**config.mk**
```make
export PLATFORM = sky130hd
export DESIGN_NAME = id_ex_register
export DESIGN_NICKNAME = d
export VERILOG_FILES = /design/src/rtl/id_ex_register.sv
export SDC_FILE = /design/constraint.sdc
export NUM_CORES = 1
export LEC_CHECK = 0
export ABC_CLOCK_PERIOD_IN_PS = 1100
export BUFFER_PORTS_ARGS = -buffer_cell sky130_fd_sc_hd__buf_2
export CORE_AREA = 2 2 130 132
export CTS_CLUSTER_DIAMETER = 80
export CTS_CLUSTER_SIZE = 10
export DETAILED_ROUTE_END_ITERATION = 6
export DIE_AREA = 0 0 132 134
export HOLD_SLACK_MARGIN = 0.15
export MAX_ROUTING_LAYER = met4
export PLACE_DENSITY = 0.76
export SYNTH_ARGS = -nofsm -noshare
export SYNTH_HDL_FRONTEND = slang
export SYNTH_SLANG_ARGS = --single-unit
```
**constraint.sdc**
```tcl
create_clock -name clk -period 1.1 [get_ports clk]
set_input_delay 0.055 -clock clk [delete_from_list [all_inputs] [get_ports clk]]
set_output_delay 0.055 -clock clk [all_outputs]
set_load 0.05 [all_outputs]
```
**src/rtl/id_ex_register.sv**
```systemverilog
// id_ex_register: ID/EX pipeline register with flush, downstream stall and load-use bubble insertion.
// Load-use detection and the bubble counter are built only when HAZARD_DETECT_EN is defined.
module id_ex_register (
  input  logic        clk,
  input  logic        reset,
  input  logic        RegDst,
  input  logic        BranchEQ,
  input  logic        BranchNE,
  input  logic        MemRead,
  input  logic        MemtoReg,
  input  logic        MemWrite,
  input  logic        ALUSrc,
  input  logic        RegWrite,
  input  logic        lui,
  input  logic        jump,
  input  logic [2:0]  ALUOp,
  input  logic        id_valid,
  input  logic [4:0]  id_rs,
  input  logic [4:0]  id_rt,
  input  logic [4:0]  id_rd,
  input  logic [31:0] ReadData1,
  input  logic [31:0] ReadData2,
  input  logic [31:0] SignExtImm,
  input  logic [31:0] PC_4,
  input  logic        flush,
  input  logic        stall_in,
  output logic        RegDst_ex,
  output logic        BranchEQ_ex,
  output logic        BranchNE_ex,
  output logic        MemRead_ex,
  output logic        MemtoReg_ex,
  output logic        MemWrite_ex,
  output logic        ALUSrc_ex,
  output logic        RegWrite_ex,
  output logic        lui_ex,
  output logic        jump_ex,
  output logic [2:0]  ALUOp_ex,
  output logic        ex_valid,
  output logic [4:0]  id_rs_ex,
  output logic [4:0]  id_rt_ex,
  output logic [4:0]  id_rd_ex,
  output logic [31:0] ReadData1_ex,
  output logic [31:0] ReadData2_ex,
  output logic [31:0] SignExtImm_ex,
  output logic [31:0] PC_4_ex,
  output logic        PCWrite,
  output logic        IFIDWrite,
  output logic [15:0] bubble_cnt
);
  logic [12:0] ctrlIn, ctrlQ;
  logic hazard, advance, killCtrl;
  assign ctrlIn = {RegDst, BranchEQ, BranchNE, MemRead, MemtoReg, MemWrite, ALUSrc, RegWrite, lui, jump, ALUOp};
  assign {RegDst_ex, BranchEQ_ex, BranchNE_ex, MemRead_ex, MemtoReg_ex, MemWrite_ex, ALUSrc_ex, RegWrite_ex, lui_ex, jump_ex, ALUOp_ex} = ctrlQ;
`ifdef HAZARD_DETECT_EN
  assign hazard = MemRead_ex & ex_valid & id_valid & (id_rt_ex != 5'd0) & ((id_rt_ex == id_rs) | (id_rt_ex == id_rt));
`else
  assign hazard = 1'b0;
`endif
  // A flush overrides the stall; a hazard only matters when neither flush nor stall is active.
  assign advance   = flush | ~stall_in;
  assign killCtrl  = flush | hazard;
  assign PCWrite   = reset | flush | (~stall_in & ~hazard);
  assign IFIDWrite = PCWrite;
  // EX-stage state: data always follows ID when advancing, control is zeroed for bubbles.
  always_ff @(posedge clk) begin
    if (reset) begin
      ctrlQ         <= '0;
      ex_valid      <= 1'b0;
      id_rs_ex      <= '0;
      id_rt_ex      <= '0;
      id_rd_ex      <= '0;
      ReadData1_ex  <= '0;
      ReadData2_ex  <= '0;
      SignExtImm_ex <= '0;
      PC_4_ex       <= '0;
    end else if (advance) begin
      ctrlQ         <= killCtrl ? '0 : ctrlIn;
      ex_valid      <= ~killCtrl & id_valid;
      id_rs_ex      <= id_rs;
      id_rt_ex      <= id_rt;
      id_rd_ex      <= id_rd;
      ReadData1_ex  <= ReadData1;
      ReadData2_ex  <= ReadData2;
      SignExtImm_ex <= SignExtImm;
      PC_4_ex       <= PC_4;
    end
  end
`ifdef HAZARD_DETECT_EN
  // Saturating count of load-use bubbles actually inserted.
  always_ff @(posedge clk) begin
    if (reset) bubble_cnt <= '0;
    else if (~flush & ~stall_in & hazard & (bubble_cnt != 16'hFFFF)) bubble_cnt <= bubble_cnt + 16'd1;
  end
`else
  assign bubble_cnt = 16'd0;
`endif
endmodule

```
==> metrics.cfg, run 1 <==
[cells_and_area]
final_common_cell = dlygate4sd3_1
syn_to_final_growth_pct = 62.91
nets = 1330
drive_gt1_share_pct = 32.60
antenna_cells = 0
final_core_utilization_pct = 70.95
most-common-layout-cells = 167 x dlygate4sd3_1, 164 x buf_2, 156 x dfxtp_1, 143 x nand2b_1, 143 x nand4bb_1

[yosys]
synth-xor-area-share_pct = 0
syn_avg_cell_area_sq_um = 9.881
synth.mux.area_fraction_pct = 1.975
synth.largest_area_cell = dfxtp_1
synth_top_area_share_pct = 44.30
seq_area_frac_synth_pct = 44.30
syn_inst = 718
syn-cell-area_sq_um = 7094
synth-adder-area-share_pct = 0
synth_top_family_by_area = simple AND/OR/NAND/NOR gates
ys_ff_latch = 157
synth-simple-area-share_pct = 36.31
synth_compound_area_share_pct = 10.09
synth_warnings = 0
ys_top_cells_by_area = dfxtp_1 44%, nand4bb_1 23%, nand2b_1 13%
synth_cell_types = 16

[placement]
dp_hpwl_um = 13370
portBuffers = 319
place_congestion = 0.7959
pre_cts_ws_ns = 0.02173

[setup_path]
r2r_start = ReadData1_ex[20]$_SDFFE_PP0P_
crit_arrival_ns = 1.41
startpoint_type = primary input
max_stage_delay_ns = 0.57
critical_path_class = primary input to flop
cp-end-kind = flop
cp.required_ns = 1.41
cp_slowest_cell = dlygate4sd3_1
reg2reg_slack_ns = 0.35
worstPathCellList = dlygate4sd3_1 -> buf_2 -> nand2b_1 -> dlygate4sd3_1 -> o21ai_1
crit_fanout = 1
cp_common_cell = dlygate4sd3_1
timing.rr.end = ReadData1_ex[20]$_SDFFE_PP0P_
r2r_cells = 2

[clock_network]
clock_sinks = 157
cts_root_buffer = clkbuf_16
cts_tree = yes
htree_levels = 4
clk_pin_slew_worst_paths_ns = 0.06
cts_buffers = 17
worstSkewPairLatency_ns = 0.41
clock_path_buffers = 2

[sta]
fmaxAchievable_ghz = 0.9057
fin_crit_sh_pct = 100.4
relSlewSlack_pct = 64.80
setup_tns_ns = -0.004065
hold_ws_ns = 0.1786
min_period_ns = 1.104
tightest_slew_ns = 0.5280
setup_violations = 1
hold_viol_final = 0
skew_ns = 0
maxSlewViolCount = 0
layout_setup_ws_ns = -0.004065

[floorplanning]
num_rows = 47
die_w_um = 132
die_area_sq_um = 17690
fp.dieH_um = 134
ioPinCount = 336
start_util_pct = 43.55
coreArea_sq_um = 16290

[run_status]
status = complete, but fails checks
violations = setup timing

[pwr]
peakVddDrop_v = 0.0009818
p_leak_nw = 4.907
total_power_w = 0.01601
p_per_area_nw_per_um2 = 1386

[drt]
dr.pass1.iters = 5
detail_route.wirelength_um = 25450
remaining_drc_errors = 0
via_per_inst = 5.239
drtIter0Drc = 457
drtAntennaViolNets = 0
avgRoutedWirePerCell_um = 18.16
detailroute.via_count = 7340

[global_route]
grt_pass1_wl_um = 38470
grt_max_degree = 85
grtUsageTotal_pct = 27.87
grt_pass1_vias = 7435
antenna_found_initial = 0
gr-total-overflow = 0

[min_path]
min-delay-start = flush
hp-class = primary input to flop
hold_end = SignExtImm_ex[22]$_SDFFE_PP0P_
worst_hold_path.num_cells = 4

[run]
cap_violations = 0

## worst max-delay path by stage
stage | start | end | slack [ns] | depth (start not counted)
final | PC_4[24] | PC_4_ex[24]$_SDFFE_PP0P_ | -0.004 | 5
after global routing | ctrlQ[7]$_SDFFE_PP0P_ | MemWrite_ex | -0.02 | 1
after CTS | ctrlQ[2]$_SDFFE_PP0P_ | ALUOp_ex[2] | 0.0007 | 1
after detailed placement | flush | ex_valid$_SDFFE_PP0P_ | 0.02 | 4
after global placement | flush | ctrlQ[1]$_SDFFE_PP0P_ | 0.06 | 4
after floorplan | reset | PCWrite | 0.01 | 5
## synthesized netlist by cell type (all sizes together)
cell	count
buf	40
nand2b	144
o21ai	143
conb	1
nor2	14
mux2i	14
nand4bb	143
or2	1
nor2b	1
clkbuf	60
dfxtp	157
## per-stage QoR
step / std cells / cell area, sq um
finish: 1401 / 11560
global route: 1401 / 11560
global placement: 1203 / 8916
detailed placement: 1203 / 8916
CTS: 1404 / 11290
floorplan: 733 / 7158
## cell type report
type	instances	area (sq um)
repair buffers	517	4058
fillers	1062	4732
clock buffers	17	425.4
flip-flops and latches	157	3144
clock inverters	14	143.9
multi-input cells	476	3511
well taps	220	275.3
## layer usage
layer / routed length [um] / track usage [%]
met1: 9828 / 30.42
met5: 0 / -
met3: 1477 / 6.727
met4: 1106 / 14.55
met2: 13030 / 47.31
## repair_timing
action / in CTS / in global routing
setup endpoints to repair: 41 / 121
hold buffers: 170 / 1
endpoints found under the hold margin: 157 / 4
resized for setup: 41 / 140
buffers inserted: 0 / 0
## where the power goes
group | internal, W | switching (W)
combinational | 0.00158 | 0.00239
sequential | 0.00605 | 0.000213
clock | 0.00333 | 0.00246
total | 0.0110 | 0.00506
## critical path: cells and delay by family
kind	cells	cell delay (ns)
buffers and inverters	3	1.24
AO/OA/AOI/OAI	1	0.06
AND/OR/NAND/NOR	1	0.05
## state kept, by name (all words and copies together), names as in the netlist
signal,cells
ex_valid,1
id_rt_ex,5
SignExtImm_ex,32
id_rs_ex,5
ReadData1_ex,32
ReadData2_ex,32
ctrlQ,13
PC_4_ex,32
id_rd_ex,5
## cell families after synthesis
kind of cell,Yosys count
buffers and inverters,100
muxes,14
other,1
DFF,157
and+or+nand+nor,303
AOI/OAI and AO/OA,143
Power figures use the tool's default switching activity.
==> run 2: changes to the inputs <==
--- a/config.mk
+++ b/config.mk
@@ -5,7 +5,7 @@
 export SDC_FILE = /design/constraint.sdc
 export NUM_CORES = 1
 export LEC_CHECK = 0
-export ABC_CLOCK_PERIOD_IN_PS = 1100
+export ABC_CLOCK_PERIOD_IN_PS = 1400
 export BUFFER_PORTS_ARGS = -buffer_cell sky130_fd_sc_hd__buf_2
 export CORE_AREA = 2 2 130 132
 export CTS_CLUSTER_DIAMETER = 80
==> constraint.sdc (replaced) <==
create_clock -name clk -period 1.4 [get_ports clk]
set_input_delay 0.07 -clock clk [delete_from_list [all_inputs] [get_ports clk]]
set_output_delay 0.07 -clock clk [all_outputs]
set_load 0.05 [all_outputs]
==> metrics.cfg, run 2 (synthesis results as in run 1) <==
[run_status]
status = finished, final reports clean  ; was complete, but fails checks

[setup_path]
crit_fanout = 2  ; was 1
crit_arrival_ns = 1.57  ; was 1.41 ns
cp.required_ns = 1.76  ; was 1.41 ns
cp-end-kind = flop  ; unchanged
critical_path_class = flop to flop  ; was primary input to flop
startpoint_type = flop  ; was primary input

[cells_and_area]
syn_to_final_growth_pct = 54.76  ; was 62.91%
seq_area_sq_um = 3143  ; was 3144 sq um
nets = 1311  ; was 1330
most-common-layout-cells = 316 x buf_2, 159 x dlygate4sd3_1, 157 x dfxtp_1, 144 x nand2b_1, 143 x nand4bb_1  ; was 167 x dlygate4sd3_1, 164 x buf_2, 156 x dfxtp_1, 143 x nand2b_1, 143 x nand4bb_1
drive_gt1_share_pct = 31.76  ; was 32.60%
final_common_cell = buf_2  ; was dlygate4sd3_1
final_core_utilization_pct = 67.40  ; was 70.95%
antenna_cells = 0  ; unchanged
fillers = 1189  ; was 1062
multi_input_area_sq_um = 3500  ; was 3511 sq um

[clock_network]
clk_pin_slew_worst_paths_ns = 0.06  ; about the same
clock_sinks = 157  ; unchanged
cts_buffers = 17  ; unchanged
htree_levels = 4  ; unchanged
cts_root_buffer = clkbuf_16  ; unchanged
cts_tree = yes  ; unchanged
clock_path_buffers = 2  ; unchanged
cts_resized = 0  ; was 41
worstSkewPairLatency_ns = 0.43  ; was 0.41 ns

[sta]
maxSlewViolCount = 0  ; unchanged
tightest_slew_ns = 0.5155  ; was 0.5280 ns
relSlewSlack_pct = 65.63  ; was 64.80%
hold_viol_final = 0  ; unchanged
setup_violations = 0  ; was 1
setup_tns_ns = 0  ; was -0.004065 ns
layout_setup_ws_ns = 0.1955  ; was -0.004065 ns
grt_setup_unrepaired = no
fin_crit_sh_pct = 86.04
fmaxAchievable_ghz = 0.8302
skew_ns = 0  ; unchanged
min_period_ns = 1.205

[floorplanning]
fp.dieH_um = 134  ; unchanged
die_area_sq_um = 17690  ; unchanged
ioPinCount = 336  ; unchanged
coreArea_sq_um = 16290  ; unchanged
start_util_pct = 43.55  ; unchanged
die_w_um = 132  ; unchanged
num_rows = 47  ; unchanged

[pwr]
total_power_w = 0.01255  ; was 0.01601 W
p_leak_nw = 4.822  ; was 4.907 nW
pwr-share-clk_pct = 38.0  ; was 36.1%
p_per_area_nw_per_um2 = 1143  ; was 1386 nW/um^2
swShare_pct = 30.71  ; was 31.58%
p_seq_share_pct = 39.1  ; about the same
power_frac_comb_pct = 22.9  ; was 24.8%
peakVddDrop_v = 0.0008155  ; was 0.0009818 V
p_switching_w = 0.003853  ; was 0.005057 W
intPower_w = 0.008696  ; was 0.01096 W

[global_route]
grt_pass1_vias = 7221  ; was 7435
antenna_found_initial = 0  ; unchanged
gr-total-overflow = 0  ; unchanged
grt_pass1_wl_um = 36020  ; was 38470 um
grtUsageTotal_pct = 25.86  ; was 27.87%
grt_max_degree = 82  ; was 85

[drt]
dr.pass1.iters = 5  ; unchanged
detailroute.via_count = 7108  ; was 7340
detail_route.wirelength_um = 23070  ; was 25450 um
drtIter0Drc = 457  ; unchanged
remaining_drc_errors = 0  ; unchanged
avgRoutedWirePerCell_um = 16.70  ; was 18.16 um
via_per_inst = 5.143  ; was 5.239
drtAntennaViolNets = 0  ; unchanged

[min_path]
hp-class = primary input to flop  ; unchanged

[run]
cap_violations = 0  ; unchanged

[placement]
place_congestion = 0.7838  ; was 0.7959
dp_hpwl_um = 12530  ; was 13370 um
pre_cts_ws_ns = 0.2457  ; was 0.02173 ns
portBuffers = 319  ; unchanged

## run 2: per-stage QoR
stage	cell area, sq um	cells	hold WS, ns
floorplan	7151	733	0.2139
global placement	8788	1192	0.2996
detailed placement	8788	1192	0.3091
CTS	10980	1382	0.1674
global route	10980	1382	0.1919
finish	10980	1382	0.1740
## run 2: layer usage
layer | track usage (%) | wire length (um) | up-vias
li1 | - | - | 3380
met1 | 28.53 | 9249 | 3367
met2 | 43.34 | 11460 | 291
met3 | 6.841 | 1349 | 70
met4 | 12.92 | 1013 | 0
met5 | - | 0 | -
## run 2: worst max-delay path, cell delays in order, from the launching register on
cell	delay, ns
dfxtp_1	0.35
nand4bb_1	0.11
o21ai_1	0.12
dlygate4sd3_1	0.57
## run 2: final cells by class
type | count | area share, %
flip-flops and latches | 157 | 28.63
clock buffers | 21 | 4.194
repair buffers | 498 | 31.53
clock inverters | 10 | 1.265
multi-input cells | 476 | 31.87
well taps | 220 | 2.507
## run 2: final timing paths
check / startpoint / end / slack (ns) / cells after the start
worst max-delay path: id_rs_ex[0]$_SDFFE_PP0P_ / id_rs_ex[0]$_SDFFE_PP0P_ / 0.20 / 3
worst min-delay path: reset / PC_4_ex[22]$_SDFFE_PP0P_ / 0.17 / 3
worst max register to register: id_rs_ex[0]$_SDFFE_PP0P_ / id_rs_ex[0]$_SDFFE_PP0P_ / 0.20 / 3
worst min register to register: id_rs_ex[3]$_SDFFE_PP0P_ / id_rs_ex[3]$_SDFFE_PP0P_ / 0.49 / 2
## run 2: timing repair
item | in CTS | in global routing
hold endpoints to repair | 157 | 0
buffers inserted | 0 | 0
hold buffers | 159 | 0
## run 2: power by group through the flow
stage                     Combinational [W]  Clock [W]  Sequential (W)
final                               0.00288    0.00477         0.00490
after global placement              0.00246          0         0.00498
after detailed placement            0.00248          0         0.00498
after floorplan                    0.000827          0         0.00597
after global routing                0.00301    0.00503         0.00493
after CTS                           0.00283    0.00486         0.00489
